`src/rtl/barrel_shifter_pipelined.sv`:
```
// Pipelined barrel shifter: LSL/LSR/ASL/ASR/ROL/ROR/RLC/RRC at any power-of-2 width.
// Latency: STAGES advancing edges, the acceptance edge included; one operand per cycle.
// Backpressure: the whole pipeline stalls as one unit when the held result is not taken or Enable_In is low.
module barrel_shifter_pipelined #(
  parameter int DATA_WIDTH = 8,
  parameter int STAGES     = $clog2(DATA_WIDTH)
) (
  input  logic                  Clock_In,
  input  logic                  Reset_In,
  input  logic                  Enable_In,
  input  logic                  Valid_In,
  output logic                  Ready_Out,
  input  logic [2:0]            Shifter_Mode_In,
  input  logic [STAGES-1:0]     Shift_Bits_Length_In,
  input  logic                  Carry_In,
  input  logic [DATA_WIDTH-1:0] Data_In,
  output logic                  Valid_Out,
  input  logic                  Ready_In,
  output logic [DATA_WIDTH-1:0] Shifted_Data_Out,
  output logic                  Carry_Out,
  output logic                  Overflow_Out,
  output logic                  Zero_Out
);

  localparam logic [2:0] MODE_LSL = 3'd0;
  localparam logic [2:0] MODE_LSR = 3'd1;
  localparam logic [2:0] MODE_ASL = 3'd2;
  localparam logic [2:0] MODE_ASR = 3'd3;
  localparam logic [2:0] MODE_ROL = 3'd4;
  localparam logic [2:0] MODE_ROR = 3'd5;
  localparam logic [2:0] MODE_RLC = 3'd6;
  localparam logic [2:0] MODE_RRC = 3'd7;

  localparam int LAST = STAGES - 1;

  // Per-stage result registers; every stage owns one of these.
  logic                  vld_q   [STAGES];
  logic [DATA_WIDTH-1:0] data_q  [STAGES];
  logic                  carry_q [STAGES];
  logic                  ovf_q   [STAGES];

  // Side-band that travels with the operand. The last stage needs no copy
  // because nothing downstream consumes mode, amount or original MSB.
  logic [2:0]            mode_q  [STAGES-1];
  logic [STAGES-1:0]     amt_q   [STAGES-1];
  logic                  msb_q   [STAGES-1];

  // Inputs seen by each stage: the block ports for stage 0, the previous
  // stage's registers otherwise. Amount is kept LSB-aligned so that every
  // stage looks only at bit 0 of what it receives.
  logic                  src_vld   [STAGES];
  logic [2:0]            src_mode  [STAGES];
  logic [STAGES-1:0]     src_amt   [STAGES];
  logic [DATA_WIDTH-1:0] src_data  [STAGES];
  logic                  src_carry [STAGES];
  logic                  src_ovf   [STAGES];
  logic                  src_msb   [STAGES];

  // Next-state values produced by each stage's shift network.
  logic [DATA_WIDTH-1:0] data_d  [STAGES];
  logic                  carry_d [STAGES];
  logic                  ovf_d   [STAGES];

  logic advance;

  // The pipeline moves only when enabled and the output slot is free or being drained.
  assign advance   = Enable_In & (Ready_In | ~vld_q[LAST]);
  assign Ready_Out = advance;

  for (genvar i = 0; i < STAGES; i++) begin : g_stage
    localparam int SH = 1 << i;

    if (i == 0) begin : g_src_in
      assign src_vld[i]   = Valid_In;
      assign src_mode[i]  = Shifter_Mode_In;
      assign src_amt[i]   = Shift_Bits_Length_In;
      assign src_data[i]  = Data_In;
      assign src_carry[i] = Carry_In;
      assign src_ovf[i]   = 1'b0;
      assign src_msb[i]   = Data_In[DATA_WIDTH-1];
    end else begin : g_src_prev
      assign src_vld[i]   = vld_q[i-1];
      assign src_mode[i]  = mode_q[i-1];
      assign src_amt[i]   = amt_q[i-1];
      assign src_data[i]  = data_q[i-1];
      assign src_carry[i] = carry_q[i-1];
      assign src_ovf[i]   = ovf_q[i-1];
      assign src_msb[i]   = msb_q[i-1];
    end

    logic [DATA_WIDTH-1:0] stg_data;
    logic                  stg_carry;
    logic                  stg_ovf;
    logic [DATA_WIDTH:0]   stg_vec;
    logic [DATA_WIDTH:0]   stg_rot;
    logic [SH-1:0]         stg_out_bits;

    // Shift by the fixed distance SH when this stage's amount bit is set.
    // Carry is overwritten only by a stage that actually shifts, so the
    // last shifting stage leaves the correct final carry behind.
    always_comb begin
      stg_data     = src_data[i];
      stg_carry    = src_carry[i];
      stg_ovf      = src_ovf[i];
      stg_vec      = {src_carry[i], src_data[i]};
      stg_rot      = stg_vec;
      stg_out_bits = src_data[i][DATA_WIDTH-1 -: SH];
      if (src_amt[i][0]) begin
        case (src_mode[i])
          MODE_LSL, MODE_ASL: begin
            stg_data  = {src_data[i][DATA_WIDTH-1-SH:0], {SH{1'b0}}};
            stg_carry = src_data[i][DATA_WIDTH-SH];
          end
          MODE_LSR: begin
            stg_data  = {{SH{1'b0}}, src_data[i][DATA_WIDTH-1:SH]};
            stg_carry = src_data[i][SH-1];
          end
          MODE_ASR: begin
            // The current MSB is still the original MSB, ASR never changes it.
            stg_data  = {{SH{src_data[i][DATA_WIDTH-1]}}, src_data[i][DATA_WIDTH-1:SH]};
            stg_carry = src_data[i][SH-1];
          end
          MODE_ROL: begin
            stg_data  = {src_data[i][DATA_WIDTH-1-SH:0], src_data[i][DATA_WIDTH-1 -: SH]};
            stg_carry = src_data[i][DATA_WIDTH-SH];
          end
          MODE_ROR: begin
            stg_data  = {src_data[i][SH-1:0], src_data[i][DATA_WIDTH-1:SH]};
            stg_carry = src_data[i][SH-1];
          end
          MODE_RLC: begin
            stg_rot   = {stg_vec[DATA_WIDTH-SH:0], stg_vec[DATA_WIDTH -: SH]};
            stg_data  = stg_rot[DATA_WIDTH-1:0];
            stg_carry = stg_rot[DATA_WIDTH];
          end
          MODE_RRC: begin
            stg_rot   = {stg_vec[SH-1:0], stg_vec[DATA_WIDTH:SH]};
            stg_data  = stg_rot[DATA_WIDTH-1:0];
            stg_carry = stg_rot[DATA_WIDTH];
          end
          default: begin
            stg_data  = src_data[i];
            stg_carry = src_carry[i];
          end
        endcase
        // ASL overflow: every bit leaving the top, and every bit landing in
        // the MSB, must match the operand's original sign bit.
        if (src_mode[i] == MODE_ASL) begin
          if ((stg_out_bits != {SH{src_msb[i]}}) || (stg_data[DATA_WIDTH-1] != src_msb[i])) begin
            stg_ovf = 1'b1;
          end
        end
      end
    end

    assign data_d[i]  = stg_data;
    assign carry_d[i] = stg_carry;
    assign ovf_d[i]   = stg_ovf;
  end

  // Advance every stage together; reset discards all in-flight operands.
  always_ff @(posedge Clock_In or negedge Reset_In) begin
    if (!Reset_In) begin
      for (int i = 0; i < STAGES; i++) begin
        vld_q[i]   <= 1'b0;
        data_q[i]  <= '0;
        carry_q[i] <= 1'b0;
        ovf_q[i]   <= 1'b0;
      end
      for (int i = 0; i < STAGES - 1; i++) begin
        mode_q[i] <= '0;
        amt_q[i]  <= '0;
        msb_q[i]  <= 1'b0;
      end
    end else if (advance) begin
      for (int i = 0; i < STAGES; i++) begin
        vld_q[i]   <= src_vld[i];
        data_q[i]  <= data_d[i];
        carry_q[i] <= carry_d[i];
        ovf_q[i]   <= ovf_d[i];
      end
      for (int i = 0; i < STAGES - 1; i++) begin
        mode_q[i] <= src_mode[i];
        amt_q[i]  <= src_amt[i] >> 1;
        msb_q[i]  <= src_msb[i];
      end
    end
  end

  assign Valid_Out        = vld_q[LAST];
  assign Shifted_Data_Out = data_q[LAST];
  assign Carry_Out        = carry_q[LAST];
  assign Overflow_Out     = ovf_q[LAST];
  // Qualified by valid so that an empty pipeline never reports a zero result.
  assign Zero_Out         = vld_q[LAST] & (data_q[LAST] == '0);

endmodule

```
`config.mk`:
```
export PLATFORM = sky130hd
export DESIGN_NAME = barrel_shifter_pipelined
export DESIGN_NICKNAME = d
export VERILOG_FILES = /design/src/rtl/barrel_shifter_pipelined.sv
export SDC_FILE = /design/constraint.sdc
export NUM_CORES = 1
export LEC_CHECK = 0
export ABC_AREA = 1
export BUFFER_PORTS_ARGS = -buffer_cell sky130_fd_sc_hd__buf_4
export CORE_AREA = 10 10 75 77
export CTS_CLUSTER_DIAMETER = 60
export CTS_CLUSTER_SIZE = 28
export DETAILED_ROUTE_END_ITERATION = 12
export DIE_AREA = 0 0 85 87
export HOLD_SLACK_MARGIN = 0.05
export PLACE_DENSITY = 0.82
export SLEW_MARGIN = 30
export SYNTH_ARGS = -nofsm -noshare
export SYNTH_HDL_FRONTEND = slang
export SYNTH_SLANG_ARGS = --single-unit
export TNS_END_PERCENT = 10
```
`constraint.sdc`:
```
create_clock -name Clock_In -period 3.28 [get_ports Clock_In]
set_input_delay 0.328 -clock Clock_In [delete_from_list [all_inputs] [get_ports Clock_In]]
set_output_delay 0.328 -clock Clock_In [all_outputs]
set_load 0.05 [all_outputs]
```
== Word-level counts from Yosys, hierarchy flattened ==
Index checks and enable logic that the tools add are counted.

* Flip-flop bits (word level): 44
* Word-level logic and storage cells: 88

* Equal/unequal tests: 26
* Muxes and demuxes: 24
* Bitwise operators: 4
* Reduce and logical (&&, ||, !) cells: 16

{| class="wikitable"
|+ Operators by type and width
! operator !! number
|-
| case mux 8 bit (7 select lines) || 2
|-
| two-way mux 8 bit || 6
|-
| case mux 8 bit (6 select lines) || 1
|-
| equality test 3 bit (second input constant) || 12
|-
| OR reduction 4 bit || 6
|-
| equality test 3 x 2 -> 1 bit (second input constant) || 6
|-
| two-way mux 1 bit || 12
|-
| equality test 3 x 1 -> 1 bit (second input constant) || 3
|-
| logical NOT 3 bit || 3
|-
| logical NOT 8 bit || 1
|-
| OR reduction 2 bit || 4
|-
| case mux 1 bit (2 select lines) || 3
|-
| != test 4 bit || 1
|-
| != test 1 bit || 3
|-
| bitwise AND 1 bit || 2
|-
| logical OR 1 bit || 2
|-
| != test 2 bit || 1
|-
| NOT 1 bit || 1
|-
| OR 1 bit || 1
|}

== Longest topological paths before layout ==
Gate-level depths: netlist of run 1.

* Depth after elaboration: 9
* Depth in mapped cells: 8
* Mapped depth without buffers: 8

== Worst setup path before layout of run 1 ==
OpenSTA, ideal clock, no wires.

* Path kind: flip-flop to output port
* Start: register vld_q (netlist bit Valid_Out)
* End: output port Ready_Out
* Arrival: 1.230 ns
* Data required time: 2.952 ns
* Setup slack: 1.722 ns
* Stages on the path, launching flop included: 5
* Path buffers: 1
* Cells stage by stage: dfrtp_1 -> nand2_1 -> nand2_2 -> inv_2 -> buf_2

* Longest elaborated chain between the ends: 3

{| class="wikitable"
|+ RTL lines
! element !! RTL line !! text
|-
| start: declaration || 37 || <nowiki>logic vld_q [STAGES];</nowiki>
|-
| start signal: indexed assignment || 177 || <nowiki>vld_q[i] <= src_vld[i];</nowiki>
|-
| NOT 1 bit || 67 || <nowiki>assign advance = Enable_In & (Ready_In | ~vld_q[LAST]);</nowiki>
|-
| OR 1 bit || 67 ||
|-
| bitwise AND 1 bit || 67 ||
|-
| end: declaration || 12 || <nowiki>output logic Ready_Out,</nowiki>
|}

Every way passes these cells.

== Worst setup path after layout of run 1 ==
Same ends and word-level chain as after synthesis.

==> results of run 1 <==
[final cells by class]
| cell class | instances | area (sq um) | area share (%) |
|---|---|---|---|
| clock buffer | 6 | 82.6 | 3.00 |
| multi-input combinational | 219 | 1100 | 39.8 |
| tap | 52 | 65.1 | 2.36 |
| clock inverter | 2 | 10.0 | 0.364 |
| inverter | 37 | 139 | 5.05 |
| sequential | 44 | 1100 | 40.0 |
| timing repair buffer | 34 | 258 | 9.37 |
[critical path, cell delays in order (launching register included)]
cell     delay [ns]
dfrtp_1        0.41
nand2_1        0.09
nand2_2        0.06
inv_2          0.42
buf_4          0.30
[synthesized netlist by cell type (6+ instances only)]
library cell  instances
o211ai_1              7
nand3_1              13
a21oi_1              38
a21oi_2               6
buf_2                13
nor2_1               22
o21ai_0              43
inv_1                31
dfrtp_1              44
a22oi_1               8
buf_4                 8
nand2_1              53
[metrics by stage]
step	utilization (%)	hold WS [ns]	setup WS, ns	power, mW
global placement	62.6	0.344	1.70	1.65
floorplan	-	0.0324	1.72	1.49
finish	65.0	0.227	1.37	2.01
global route	65.0	0.219	1.23	2.16
CTS	65.0	0.222	1.35	2.02
detailed placement	62.6	0.349	1.67	1.67
[layout by cell type, fill, tap and decap left out, types with 2 or more instances in the layout]
cell / synthesis / final
nand2_1: 53 / 53
a21oi_1: 38 / 38
clkinv_2: 0 / 2
o211ai_1: 7 / 7
o21ai_1: 3 / 3
nor4_1: 3 / 3
o22ai_1: 4 / 4
nor2_1: 22 / 22
nand3_1: 13 / 13
dfrtp_1: 44 / 44
buf_4: 8 / 33
o2111ai_1: 2 / 2
o21ai_0: 43 / 43
clkbuf_8: 0 / 6
nand2_2: 2 / 2
inv_2: 5 / 5
nand4_1: 4 / 4
a22oi_1: 8 / 8
a21oi_2: 6 / 6
inv_1: 31 / 31
nor2_2: 2 / 2
a31oi_1: 2 / 2
nor3_1: 5 / 5
[routing by layer]
layer  global-route usage [%]  up-vias  part of all wire, %
met5                        0        -                    0
met4                     6.29        0                  2.1
met3                     4.87       15                  7.1
met2                     26.8       72                   49
met1                     18.2     1082                   42
li1                         -     1130                    -
[how the worst max path moves through the flow]
stage | from | to | slack (ns) | depth (start not counted)
floorplan | Valid_Out | Ready_Out | 1.72 | 4
global placement | Ready_In | Ready_Out | 1.70 | 6
detailed placement | Ready_In | Ready_Out | 1.67 | 6
CTS | Valid_Out | Ready_Out | 1.35 | 4
global route | Valid_Out | Ready_Out | 1.23 | 4
finish | Valid_Out | Ready_Out | 1.37 | 4
[cell families after synthesis]
family                 count (synthesis)  synth area share, %
flip-flops                            44                 44.5
AO/OA/AOI/OAI                        114                 26.3
buffers and inverters                 59                 11.1
AND/OR/NAND/NOR                      105                 18.1
[sequential cells by signal (all words and copies together), names as in the netlist]
| signal | count |
|---|---|
| Overflow_Out | 1 |
| msb_q | 2 |
| carry_q | 2 |
| Valid_Out | 1 |
| ovf_q | 2 |
| src_vld | 2 |
| amt_q | 3 |
| Shifted_Data_Out | 8 |
| data_q | 16 |
| Carry_Out | 1 |
| mode_q | 6 |
[timing repair]
action / in CTS / in global routing
endpoints found under the hold margin: 44 / 0
setup endpoints to repair: 0 / 0
hold buffers: 1 / 0
[power groups by stage]
| stage | logic, mW | registers (mW) | clock network [mW] |
|---|---|---|---|
| after floorplan | 0.633 | 0.860 | 0 |
| after global placement | 0.778 | 0.874 | 0 |
| after detailed placement | 0.793 | 0.879 | 0 |
| after CTS | 0.799 | 0.870 | 0.354 |
| after global routing | 0.879 | 0.897 | 0.384 |
| final | 0.795 | 0.872 | 0.346 |
==> reports/metrics.cfg, run 1 <==
[run_status]
status = finished clean

[die]
core_area_sq_um = 4230
initial_core_util_pct = 58.4
pin_count = 33
row_count = 24
die_w_um = 85
dieArea_sq_um = 7400
die_h_um = 87

[timing]
hold_viol_final = 0
clock_skew_ns = 0.00358
fin_crit_sh_pct = 58.3
fmax_mhz = 523
slew_viol_final = 0
finalSetupTns_ns = 0
worst_slew_pin_slew_ns = 0.562
period_needed_ns = 1.91
slew_headroom_pct = 62.5
rsz0062_at_grt = false
finalSetupViolations = 0

[critical_path]
rr_worst_depth = 7
r2r-start = Valid_Out
critPathMaxFanout = 34
start_kind = flop
cp.required_ns = 2.95
r2r_end = ovf_q[2]
end_kind = output pin
regToRegSetupSlack_ns = 1.74
arrival_ns = 1.59
path_class = flop to output pin

[power_and_ir_drop]
power.density_nw_per_um2 = 731
p_sw_mw = 0.889
swShare_pct = 44.2
seqPwrFrac_pct = 43.3
combPwrFrac_pct = 39.5
intPower_mw = 1.12
vdd_drop_max_v = 0.000304
clkPwrFrac_pct = 17.2
p_leak_nw = 1.28

[final_layout]
drive_gt1_share_pct = 16.7
syn_to_final_growth_pct = 11.3
antennaDiodeCount = 0
fin_cells = 394
stdcell_area_sq_um = 2750
fillers = 384
layout.nets = 361

[hold_path]
min_from = Valid_In
hold_class = input pin to flop
hold_end = src_vld[1]
hold_depth = 3

[logic_synthesis]
synth_fp_nets = 342
synthCells = 322
synth_cell_types = 26
yosysWarnings = 0
synth_area_per_cell_sq_um = 7.68
yosys-top-cells-area = dfrtp_1, o21ai_0, nand2_1
synthArstFlopShare_pct = 100
synth_top_area_share_pct = 44.5
synth_flop_cell = dfrtp_1
syn_area_sq_um = 2470
synth_top_cell_by_area = dfrtp_1
synth_seq_area_share_pct = 44.5
yosys_register_bits = 44
synth_edf_count = 0

[place]
gp_congestion = 0.992
dp_hpwl_mm = 4.14
portBuffers = 32
placed_cells = 385
dpl_cell_area_sq_um = 2650

[routing]
vias_per_cell = 5.84
drt_wl_total_mm = 5.76
drc = 0
ant_nets = 0
drt_iter0_markers = 171
wire_per_inst_um = 14.6
vias = 2299
drt_first_pass_iters = 4

[global_routing]
grt_pass1_wl_mm = 9.89
overflow = 0
grt_usage_pct = 15.8
grt_pass1_vias = 2195
grt_max_degree = 55
antenna_found_initial = 0

[clock_tree]
max-clock-path-buffers = 2
cts_resized = 0
h-tree-depth = 2
postCtsSetupRepairBufs = 0
numCtsBuffers = 5
numClockSinks = 44
root_buffer = clkbuf_8
clkTransAtPathRegs_ns = 0.08
clock_latency_ns = 0.30
tritoncts = yes

[run]
cap_viol_max_count = 0

Power figures use the tool's default switching activity.
==> inputs of run 2 (changes only) <==
--- a/config.mk
+++ b/config.mk
@@ -7,13 +7,13 @@
 export LEC_CHECK = 0
 export ABC_AREA = 1
 export BUFFER_PORTS_ARGS = -buffer_cell sky130_fd_sc_hd__buf_4
-export CORE_AREA = 10 10 75 77
+export CORE_AREA = 10 10 77 79
 export CTS_CLUSTER_DIAMETER = 60
 export CTS_CLUSTER_SIZE = 28
 export DETAILED_ROUTE_END_ITERATION = 12
-export DIE_AREA = 0 0 85 87
+export DIE_AREA = 0 0 87 89
 export HOLD_SLACK_MARGIN = 0.05
-export PLACE_DENSITY = 0.82
+export PLACE_DENSITY = 0.78
 export SLEW_MARGIN = 30
 export SYNTH_ARGS = -nofsm -noshare
 export SYNTH_HDL_FRONTEND = slang
==> constraint.sdc (replaced) <==
create_clock -name Clock_In -period 1.8 [get_ports Clock_In]
set_input_delay 0.18 -clock Clock_In [delete_from_list [all_inputs] [get_ports Clock_In]]
set_output_delay 0.18 -clock Clock_In [all_outputs]
set_load 0.05 [all_outputs]
==> run 2 against run 1 <==
Effect of this change:
- routed wire length increased by 3.6%
- flip-flop and latch count unchanged
- final cell count increased by 1.3%
==> reports/metrics.cfg, run 2 (synthesized netlist as in run 1, its figures left out) <==
[timing]
fin_hold_ws_ns = 0.0718
clock_skew_ns = 0.00600
worst_slew_pin_slew_ns = 0.536
finalSetupTns_ns = 0
slew_headroom_pct = 64.3
rsz0062_at_grt = false
worst_slack_ns = 0.261
finalSetupViolations = 0
fmax_mhz = 650
slew_viol_final = 0
period_needed_ns = 1.54
fin_crit_sh_pct = 85.5
hold_viol_final = 0

[place]
gp_congestion = 1.02
dp_hpwl_mm = 4.38
portBuffers = 32
placed_cells = 390
dp_slack_ns = 0.357

[clock_tree]
cts_resized = 0
numCtsBuffers = 5
h-tree-depth = 2
numClockSinks = 44
postCtsSetupRepairBufs = 0
hold_buffers = 1
tritoncts = yes
clock_latency_ns = 0.30
clkTransAtPathRegs_ns = 0.08
root_buffer = clkbuf_8
max-clock-path-buffers = 2

[final_layout]
top_register = data_q
drive_gt1_share_pct = 17.4
multiInputGateArea_sq_um = 1100
final_common_cell = nand2_1
largest_reg_flops = 16
antennaDiodeCount = 0
fin_util_pct = 62.0
fin_cells = 399
seq_area_sq_um = 1100
final_cell_mix = nand2_1, dfrtp_1, o21ai_0
fillers = 425
syn_to_final_growth_pct = 13.7
layout.nets = 364

[power_and_ir_drop]
power.density_nw_per_um2 = 1380
p_leak_nw = 1.31
vdd_drop_max_v = 0.000600

[global_routing]
grt_pass1_wl_mm = 10.4
antenna_found_initial = 0
grt_usage_pct = 16.5
grt_pass1_vias = 2232
overflow = 0
grt_max_degree = 55

[die]
dieArea_sq_um = 7740
row_count = 25
core_area_sq_um = 4540
die_h_um = 89
pin_count = 33
die_w_um = 87
initial_core_util_pct = 54.5

[critical_path]
crit_slowest_cell = dfrtp_1
arrival_ns = 1.36
path_class = flop to output pin
cp.required_ns = 1.62
crit_path_max_incr_delay_ns = 0.40
critPathMaxFanout = 3
crit_family = simple AND/OR/NAND/NOR gates
crit_buf_inv = 1
start_kind = flop
end_kind = output pin
regToRegSetupSlack_ns = 0.33
path_cells = nor4_1 > and3_1 > buf_4

[routing]
drt_first_pass_iters = 5
drt_wl_total_mm = 5.97
drc = 0
ant_nets = 0
wire_per_inst_um = 14.9
vias_per_cell = 5.64
vias = 2252
drt_iter0_markers = 154

[run]
cap_viol_max_count = 0

[hold_path]
hold_class = input pin to flop

[run_status]
status = finished clean

## run 2: changes by cell type in the layout (fill, tap and decap cells not counted)
cell       before  now
bufinv_16       0    1
buf_4          33   36
clkbuf_8        6    7
clkinv_2        2    0
## run 2: routing by layer
| metal | up-vias | GRT usage, % | share of wire (%) |
|---|---|---|---|
| met3 | 14 | 3.83 | 5.2 |
| met4 | 0 | 5.45 | 2.0 |
| li1 | 1131 | - | - |
| met2 | 67 | 28.7 | 49 |
| met1 | 1040 | 19.4 | 43 |
| met5 | - | 0 | 0 |
## run 2: final timing paths
check	startpoint	endpoint	cells after the start
worst max-delay path	Shifted_Data_Out[1]	Zero_Out	3
worst min-delay path	Valid_In	src_vld[1]	3
worst max register to register	Valid_Out	data_q[14]	6
worst min register to register	src_vld[1]	src_vld[1]	2
max in group asynchronous	Reset_In	Overflow_Out	2
min in group asynchronous	Reset_In	Valid_Out	2
## run 2: worst min-delay path, stage by stage
cell	delay (ns)
buf_4	0.08
nand2_1	0.04
nand2_1	0.05
## run 2: final cells by class
| type | instances | share of cell area (%) |
|---|---|---|
| Inverter | 37 | 4.94 |
| Tap cell | 54 | 2.40 |
| Timing Repair Buffer | 37 | 9.97 |
| Sequential cell | 44 | 39.2 |
| Multi-Input combinational cell | 219 | 39.0 |
| Clock buffer | 7 | 3.43 |
| Clock inverter | 1 | 1.07 |
## run 2: per-stage QoR
step,power (mW),area [sq um]
after floorplan,2.72,2470
after global placement,3.05,2670
after detailed placement,3.07,2670
after CTS,3.91,2810
after global routing,4.15,2810
final,3.89,2810
## run 2: where the power goes
| part | internal, mW | total (mW) | switching, mW |
|---|---|---|---|
| clock | 0.490 | 0.828 | 0.338 |
| sequential | 1.27 | 1.57 | 0.301 |
| combinational | 0.485 | 1.49 | 1.00 |
| total | 2.25 | 3.89 | 1.64 |
